--- src/rtl/path_replay.sv ---
// path_replay: drains the direction stack left by the maze search into a local
// buffer, then replays the path from (0,0) forward, one move per handshake,
// checking bounds and that the path ends on DEST_ADDR.
//
// Handshake: a move is transferred on every rising edge where move_valid and
// move_ready are both 1; while move_valid=1 and move_ready=0 the move outputs
// hold steady. move_valid never depends on move_ready.
module path_replay #(
  parameter int ADDR_WIDTH = 8,
  parameter int DEST_ADDR  = 2**8-1,
  parameter int DEPTH      = 256
) (
  input  logic                  clk,
  input  logic                  rst,
  input  logic                  start,
  input  logic                  empty,
  input  logic [1:0]            dout,
  output logic                  pop,
  output logic                  move_valid,
  input  logic                  move_ready,
  output logic [1:0]            move_dir,
  output logic [3:0]            row,
  output logic [3:0]            colomn,
  output logic [ADDR_WIDTH-1:0] addr,
  output logic                  busy,
  output logic                  done,
  output logic                  fail
);

  localparam int CW = $clog2(DEPTH + 1);
  localparam int IW = (DEPTH > 1) ? $clog2(DEPTH) : 1;

  localparam logic [1:0] S_IDLE  = 2'd0;
  localparam logic [1:0] S_DRAIN = 2'd1;
  localparam logic [1:0] S_EMIT  = 2'd2;
  localparam logic [1:0] S_FIN   = 2'd3;

  localparam logic [CW-1:0] COUNT_FULL = CW'(DEPTH);
  localparam logic [7:0]    DEST_POS   = 8'(DEST_ADDR);

  logic [1:0]    state_q, state_d;
  logic [CW-1:0] count_q, count_d;
  logic [IW-1:0] idx_q, idx_d;
  logic [3:0]    row_q, row_d;
  logic [3:0]    col_q, col_d;
  logic          fail_q, fail_d;

  logic [1:0]    path_mem_q [DEPTH];
  logic          mem_we;
  logic [IW-1:0] mem_waddr;

  logic [1:0]    cur_dir;
  logic [3:0]    nxt_row;
  logic [3:0]    nxt_col;
  logic          oob;
  logic          in_emit;
  logic          accept;

  // Direction of the move pointed to by idx (only meaningful in EMIT).
  assign cur_dir = path_mem_q[idx_q];

  // Position after applying the current move; flags a step off the 16x16 grid.
  always_comb begin
    nxt_row = row_q;
    nxt_col = col_q;
    oob     = 1'b0;
    case (cur_dir)
      2'd0: if (col_q == 4'hF) oob = 1'b1; else nxt_col = col_q + 4'd1;
      2'd1: if (row_q == 4'hF) oob = 1'b1; else nxt_row = row_q + 4'd1;
      2'd2: if (col_q == 4'h0) oob = 1'b1; else nxt_col = col_q - 4'd1;
      default: if (row_q == 4'h0) oob = 1'b1; else nxt_row = row_q - 4'd1;
    endcase
  end

  // Output decode; an out-of-bounds move is never offered downstream.
  always_comb begin
    in_emit    = (state_q == S_EMIT);
    move_valid = in_emit & ~oob;
    accept     = move_valid & move_ready;
    move_dir   = in_emit ? cur_dir : 2'd0;
    row        = move_valid ? nxt_row : row_q;
    colomn     = move_valid ? nxt_col : col_q;
    addr       = ADDR_WIDTH'({row, colomn});
    busy       = (state_q == S_DRAIN) | in_emit;
    done       = (state_q == S_FIN) & ({row_q, col_q} == DEST_POS);
    fail       = fail_q;
    pop        = (state_q == S_DRAIN) & ~empty & (count_q < COUNT_FULL);
    mem_we     = pop;
    mem_waddr  = IW'(count_q);
  end

  // Next-state logic for the replay FSM and its datapath registers.
  always_comb begin
    state_d = state_q;
    count_d = count_q;
    idx_d   = idx_q;
    row_d   = row_q;
    col_d   = col_q;
    fail_d  = fail_q;
    case (state_q)
      S_IDLE: begin
        if (start) begin
          fail_d  = 1'b0;
          count_d = '0;
          row_d   = 4'd0;
          col_d   = 4'd0;
          state_d = S_DRAIN;
        end
      end
      S_DRAIN: begin
        if (!empty) begin
          if (count_q == COUNT_FULL) begin
            // Path longer than the buffer: give up rather than truncate.
            fail_d  = 1'b1;
            state_d = S_IDLE;
          end else begin
            count_d = count_q + CW'(1);
          end
        end else if (count_q == '0) begin
          fail_d  = 1'b1;
          state_d = S_IDLE;
        end else begin
          // Last entry popped is the first move of the path.
          idx_d   = IW'(count_q - CW'(1));
          state_d = S_EMIT;
        end
      end
      S_EMIT: begin
        if (oob) begin
          fail_d  = 1'b1;
          state_d = S_IDLE;
        end else if (accept) begin
          row_d = nxt_row;
          col_d = nxt_col;
          if (idx_q == '0) state_d = S_FIN;
          else             idx_d   = idx_q - IW'(1);
        end
      end
      default: begin
        if ({row_q, col_q} != DEST_POS) fail_d = 1'b1;
        state_d = S_IDLE;
      end
    endcase
  end

  // State and datapath registers with asynchronous active-low reset.
  always_ff @(posedge clk or negedge rst) begin
    if (!rst) begin
      state_q <= S_IDLE;
      count_q <= '0;
      idx_q   <= '0;
      row_q   <= 4'd0;
      col_q   <= 4'd0;
      fail_q  <= 1'b0;
    end else begin
      state_q <= state_d;
      count_q <= count_d;
      idx_q   <= idx_d;
      row_q   <= row_d;
      col_q   <= col_d;
      fail_q  <= fail_d;
    end
  end

  // Path buffer: each popped direction lands at the current count.
  always_ff @(posedge clk) begin
    if (mem_we) path_mem_q[mem_waddr] <= dout;
  end

endmodule

--- config.mk ---
export PLATFORM = sky130hd
export DESIGN_NAME = path_replay
export DESIGN_NICKNAME = d
export VERILOG_FILES = /design/src/rtl/path_replay.sv
export SDC_FILE = /design/constraint.sdc
export NUM_CORES = 1
export LEC_CHECK = 0
export ABC_AREA = 1
export CAP_MARGIN = 20
export CORE_AREA = 2 2 176 265
export CTS_CLUSTER_DIAMETER = 150
export DETAILED_ROUTE_END_ITERATION = 10
export DIE_AREA = 0 0 178 267
export PLACE_DENSITY = 0.72
export SLEW_MARGIN = 20
export SYNTH_ARGS = -nofsm -noshare
export SYNTH_HDL_FRONTEND = slang
export SYNTH_SLANG_ARGS = --single-unit
--- constraint.sdc ---
create_clock -name clk -period 4.3 [get_ports clk]
set_input_delay 0.86 -clock clk [delete_from_list [all_inputs] [get_ports clk]]
set_output_delay 0.86 -clock clk [all_outputs]
set_load 0.05 [all_outputs]
==> impl_metrics.json, run 1 <==
{
  "path_max_fanout": 8,
  "max_clock_freq_mhz": 226,
  "fp.dieH_um": 267,
  "coreArea_um2": 45300,
  "final_max_slew_viol_count": 0,
  "final_cells": 3180,
  "tritoncts": "done",
  "post_drt_wl_per_cell_um": 22.6,
  "first_pass_iters": 6,
  "fin_ws_ns": -0.132,
  "status": "complete, but fails checks",
  "yosysUniqueCellTypes": 38,
  "path_buf_inv": 7,
  "clockPowerShare_pct": 20.8,
  "ys.flop_type": "edfxtp_1",
  "drive_above_1_share_pct": 16.4,
  "clock_latency_ns": 0.59,
  "root_buffer": "clkbuf_16",
  "tightestPinTransition_ns": 0.989,
  "dieArea_um2": 47500,
  "powerDensity_nw_per_um2": 687,
  "slowest_delay_ns": 0.52,
  "layout.nets": 2579,
  "cts_num_sinks": 540,
  "r2r-start": "idx_q[0]",
  "ios": 30,
  "crit_chain": "buf_12, buf_16, buf_16, buf_12, nand2_1, nand3_1, nand3_1, nand2_2, nand2_1, nand3_2, nand3_2, nand3_2, nand2_4, buf_4, a21oi_1, o21bai_4, nand2_1, nand2_2, o21ai_1, buf_4, buf_12",
  "placed_cells": 3034,
  "switchingPower_uw": 8300,
  "syn_inst": 2497,
  "grt_usage_pct": 29.6,
  "rr_worst_depth": 24,
  "multi_input_area_um2": 8250,
  "async_flop_share_pct": 5.19,
  "drc": 0,
  "power_frac_comb_pct": 49.9,
  "finalCritPeriodShare_pct": 103,
  "antenna_found_initial": 0,
  "ir_drop_mv": 0.686,
  "critPathTopFamily": "buffers and inverters",
  "min_path_cells": 2,
  "crit_start": "idx_q[0]",
  "cts_buffers": 47,
  "fp.dieW_um": 178,
  "fin_area_um2": 29600,
  "most-common-layout-cells": "nand2_1, edfxtp_1, nand3_1",
  "rsz0062_at_grt": "true",
  "cts_buffer_depth": 3,
  "switching_share_pct": 40.8,
  "timing.final.crit_period_ns": 4.43,
  "seqPwrFrac_pct": 29.4,
  "slew_headroom_pct": 34.1,
  "gp_congestion": 0.889,
  "violations": "setup timing",
  "setup_violations": 16,
  "syn_area_um2": 24700,
  "synth-edff-count": 512,
  "layout_commonest_cell": "nand2_1",
  "synth_xor_area_share_pct": 0.355,
  "r2r_end": "row_q[1]",
  "antenna_left": 0,
  "power.internal_uw": 12100,
  "synth-compound-area-share_pct": 2.16,
  "diodes": 0,
  "cp_slowest_cell": "dfrtp_4",
  "holdPathEnd": "fail",
  "portBuffers": 29,
  "start_util_pct": 54.5,
  "via_per_inst": 6.06,
  "vias": 19300,
  "grt_overflow_total": 0,
  "fin_worst_skew_ns": 0.0289,
  "critPathRequiredTime_ns": 3.44,
  "synthMuxAreaShare_pct": 0,
  "ys_ff_latch": 540,
  "pre_cts_ws_ns": 0.0607,
  "synth_top_family_by_area": "simple AND/OR/NAND/NOR gates",
  "regArea_um2": 16100,
  "dpl-instance-area_um2": 25900,
  "syn_to_final_growth_pct": 20.0,
  "drtIter0Drc": 2342,
  "yosys_warnings": 0,
  "fill_cells": 3179,
  "r2r_slack_ns": 1.06,
  "dp_hpwl_mm": 39.0,
  "std_cell_rows": 96,
  "static-leakage-power_uw": 0.0109,
  "maxCapViolations": 0,
  "avgSynthCellArea_um2": 9.88,
  "cp-end-kind": "primary output",
  "synth_seq_area_share_pct": 65.1,
  "synthSimpleGateAreaFrac_pct": 26.5,
  "yosys.area_share.adder_pct": 0.710,
  "path_clk_slew_ns": 0.07,
  "grt_pass1_vias": 19100,
  "grt_pass1_wl_mm": 105,
  "fin_util_pct": 65.4,
  "hold_viol_final": 0,
  "cp-start-kind": "flop",
  "routed_wl_mm": 71.7,
  "hold_ws_ns": 0.504,
  "critical_path_class": "reg -> out",
  "grt_max_degree": 124,
  "hold_class": "reg -> reg",
  "min_from": "fail",
  "synth_fp_nets": 2518,
  "ctsHtreeMaxLevel": 2,
  "arrival_ns": 3.57
}
==> sequential cells by signal (all words and copies together), names as in the netlist <==
name / cells
path_mem_q: 512
count_q: 9
row_q: 4
idx_q: 8
state_q: 2
fail: 1
col_q: 4
==> worst register-to-register path: stages (launching register included) <==
cell,delay (ns)
dfrtp_4,0.52
buf_6,0.15
buf_12,0.16
clkbuf_16,0.18
o211ai_1,0.20
nand2_1,0.08
nand2_1,0.07
nand2_2,0.07
nor2_4,0.14
nor2_4,0.05
nand2_2,0.08
nand3_2,0.09
nand2_4,0.14
nand2_4,0.08
nand2_8,0.10
nand3_4,0.08
nand3_4,0.11
nand2_4,0.08
buf_6,0.13
buf_4,0.13
nand3_4,0.07
nand2_4,0.10
nand2_2,0.18
nand2_1,0.09
nand2_1,0.07
==> stage by stage <==
stage                     TNS, ns  power, µW
after global placement          0      13100
after CTS                  -0.828      19200
final                       -1.87      20400
after floorplan            -0.920      10900
after detailed placement        0      13200
after global routing        -3.53      21200
==> worst max path at each step <==
stage                      endpoint  slack, ns  cells past startpoint
final                     colomn[0]      -0.13                     21
after global routing      colomn[2]      -0.24                     22
after CTS                   addr[7]      -0.07                     21
after detailed placement    addr[4]       0.06                     24
after global placement      addr[5]       0.16                     20
after floorplan           colomn[0]      -0.23                     23
==> cells by family (layout without fill, tap and decap cells) <==
group	Yosys count	after routing
adder cells (fa/ha/maj)	14	14
buffers and inverters	266	360
AO/OA/AOI/OAI	98	98
AND/OR/NAND/NOR	1569	1570
flip-flops	540	540
XOR/XNOR	10	10
==> Yosys cell counts, types with 7 or more instances <==
library cell | count | area (µm²)
dfrtp_1 | 28 | 701
inv_1 | 98 | 368
clkbuf_1 | 54 | 203
buf_1 | 8 | 30.0
buf_6 | 15 | 169
o21ai_0 | 48 | 240
nand2_2 | 8 | 50.1
xor2_1 | 9 | 78.8
a21oi_1 | 22 | 110
nor3_1 | 7 | 35.0
nand2_1 | 724 | 2720
edfxtp_1 | 512 | 15400
buf_4 | 18 | 135
o21ai_1 | 12 | 60.1
nor2_1 | 365 | 1370
buf_2 | 66 | 330
o211ai_1 | 9 | 67.6
nand3_1 | 452 | 2260
ha_1 | 14 | 175
==> what timing repair did <==
item | in CTS | in global routing
buffers inserted | 27 | 8
pin swaps | 56 | 66
hold buffers | 0 | 0
hold endpoints to repair | 0 | 0
gates resized for setup | 184 | 128
gates cloned | 21 | 10
setup endpoints to repair | 17 | 17
==> final cells by class <==
class | count | area share [%]
Sequential cell | 540 | 54.3
Inverter | 105 | 1.47
Clock inverter | 25 | 0.870
Multi-Input combinational cell | 1692 | 27.8
Timing Repair inverter | 4 | 0.224
Tap cell | 588 | 2.48
Clock buffer | 58 | 4.18
Timing Repair Buffer | 168 | 8.64
==> layer usage <==
| metal | wire [µm] | share of wire [%] | vias up | global-route usage, % |
|---|---|---|---|---|
| met3 | 6820 | 9.5 | 286 | 3.85 |
| li1 | - | - | 8560 | - |
| met5 | 0 | 0 | - | 0 |
| met2 | 36100 | 50 | 1167 | 51.1 |
| met4 | 5000 | 7.0 | 0 | 18.5 |
| met1 | 23800 | 33 | 9272 | 34.7 |
==> power by group through the flow <==
stage,logic [µW],registers [µW],clock network (µW)
6_report,10200,5980,4230
5_1_grt,10800,5990,4410
4_1_cts,9020,5970,4220
3_5_place_dp,7080,6080,0
3_3_place_gp,6980,6070,0
2_1_floorplan,4850,6010,0
Power figures use the tool's default switching activity.
==> run 2: changes to the inputs <==
- GPL_ROUTABILITY_DRIVEN: default -> 0
==> results of run 2 <==
Same layout as run 1: the final DEF is identical, and so are final timing and power.
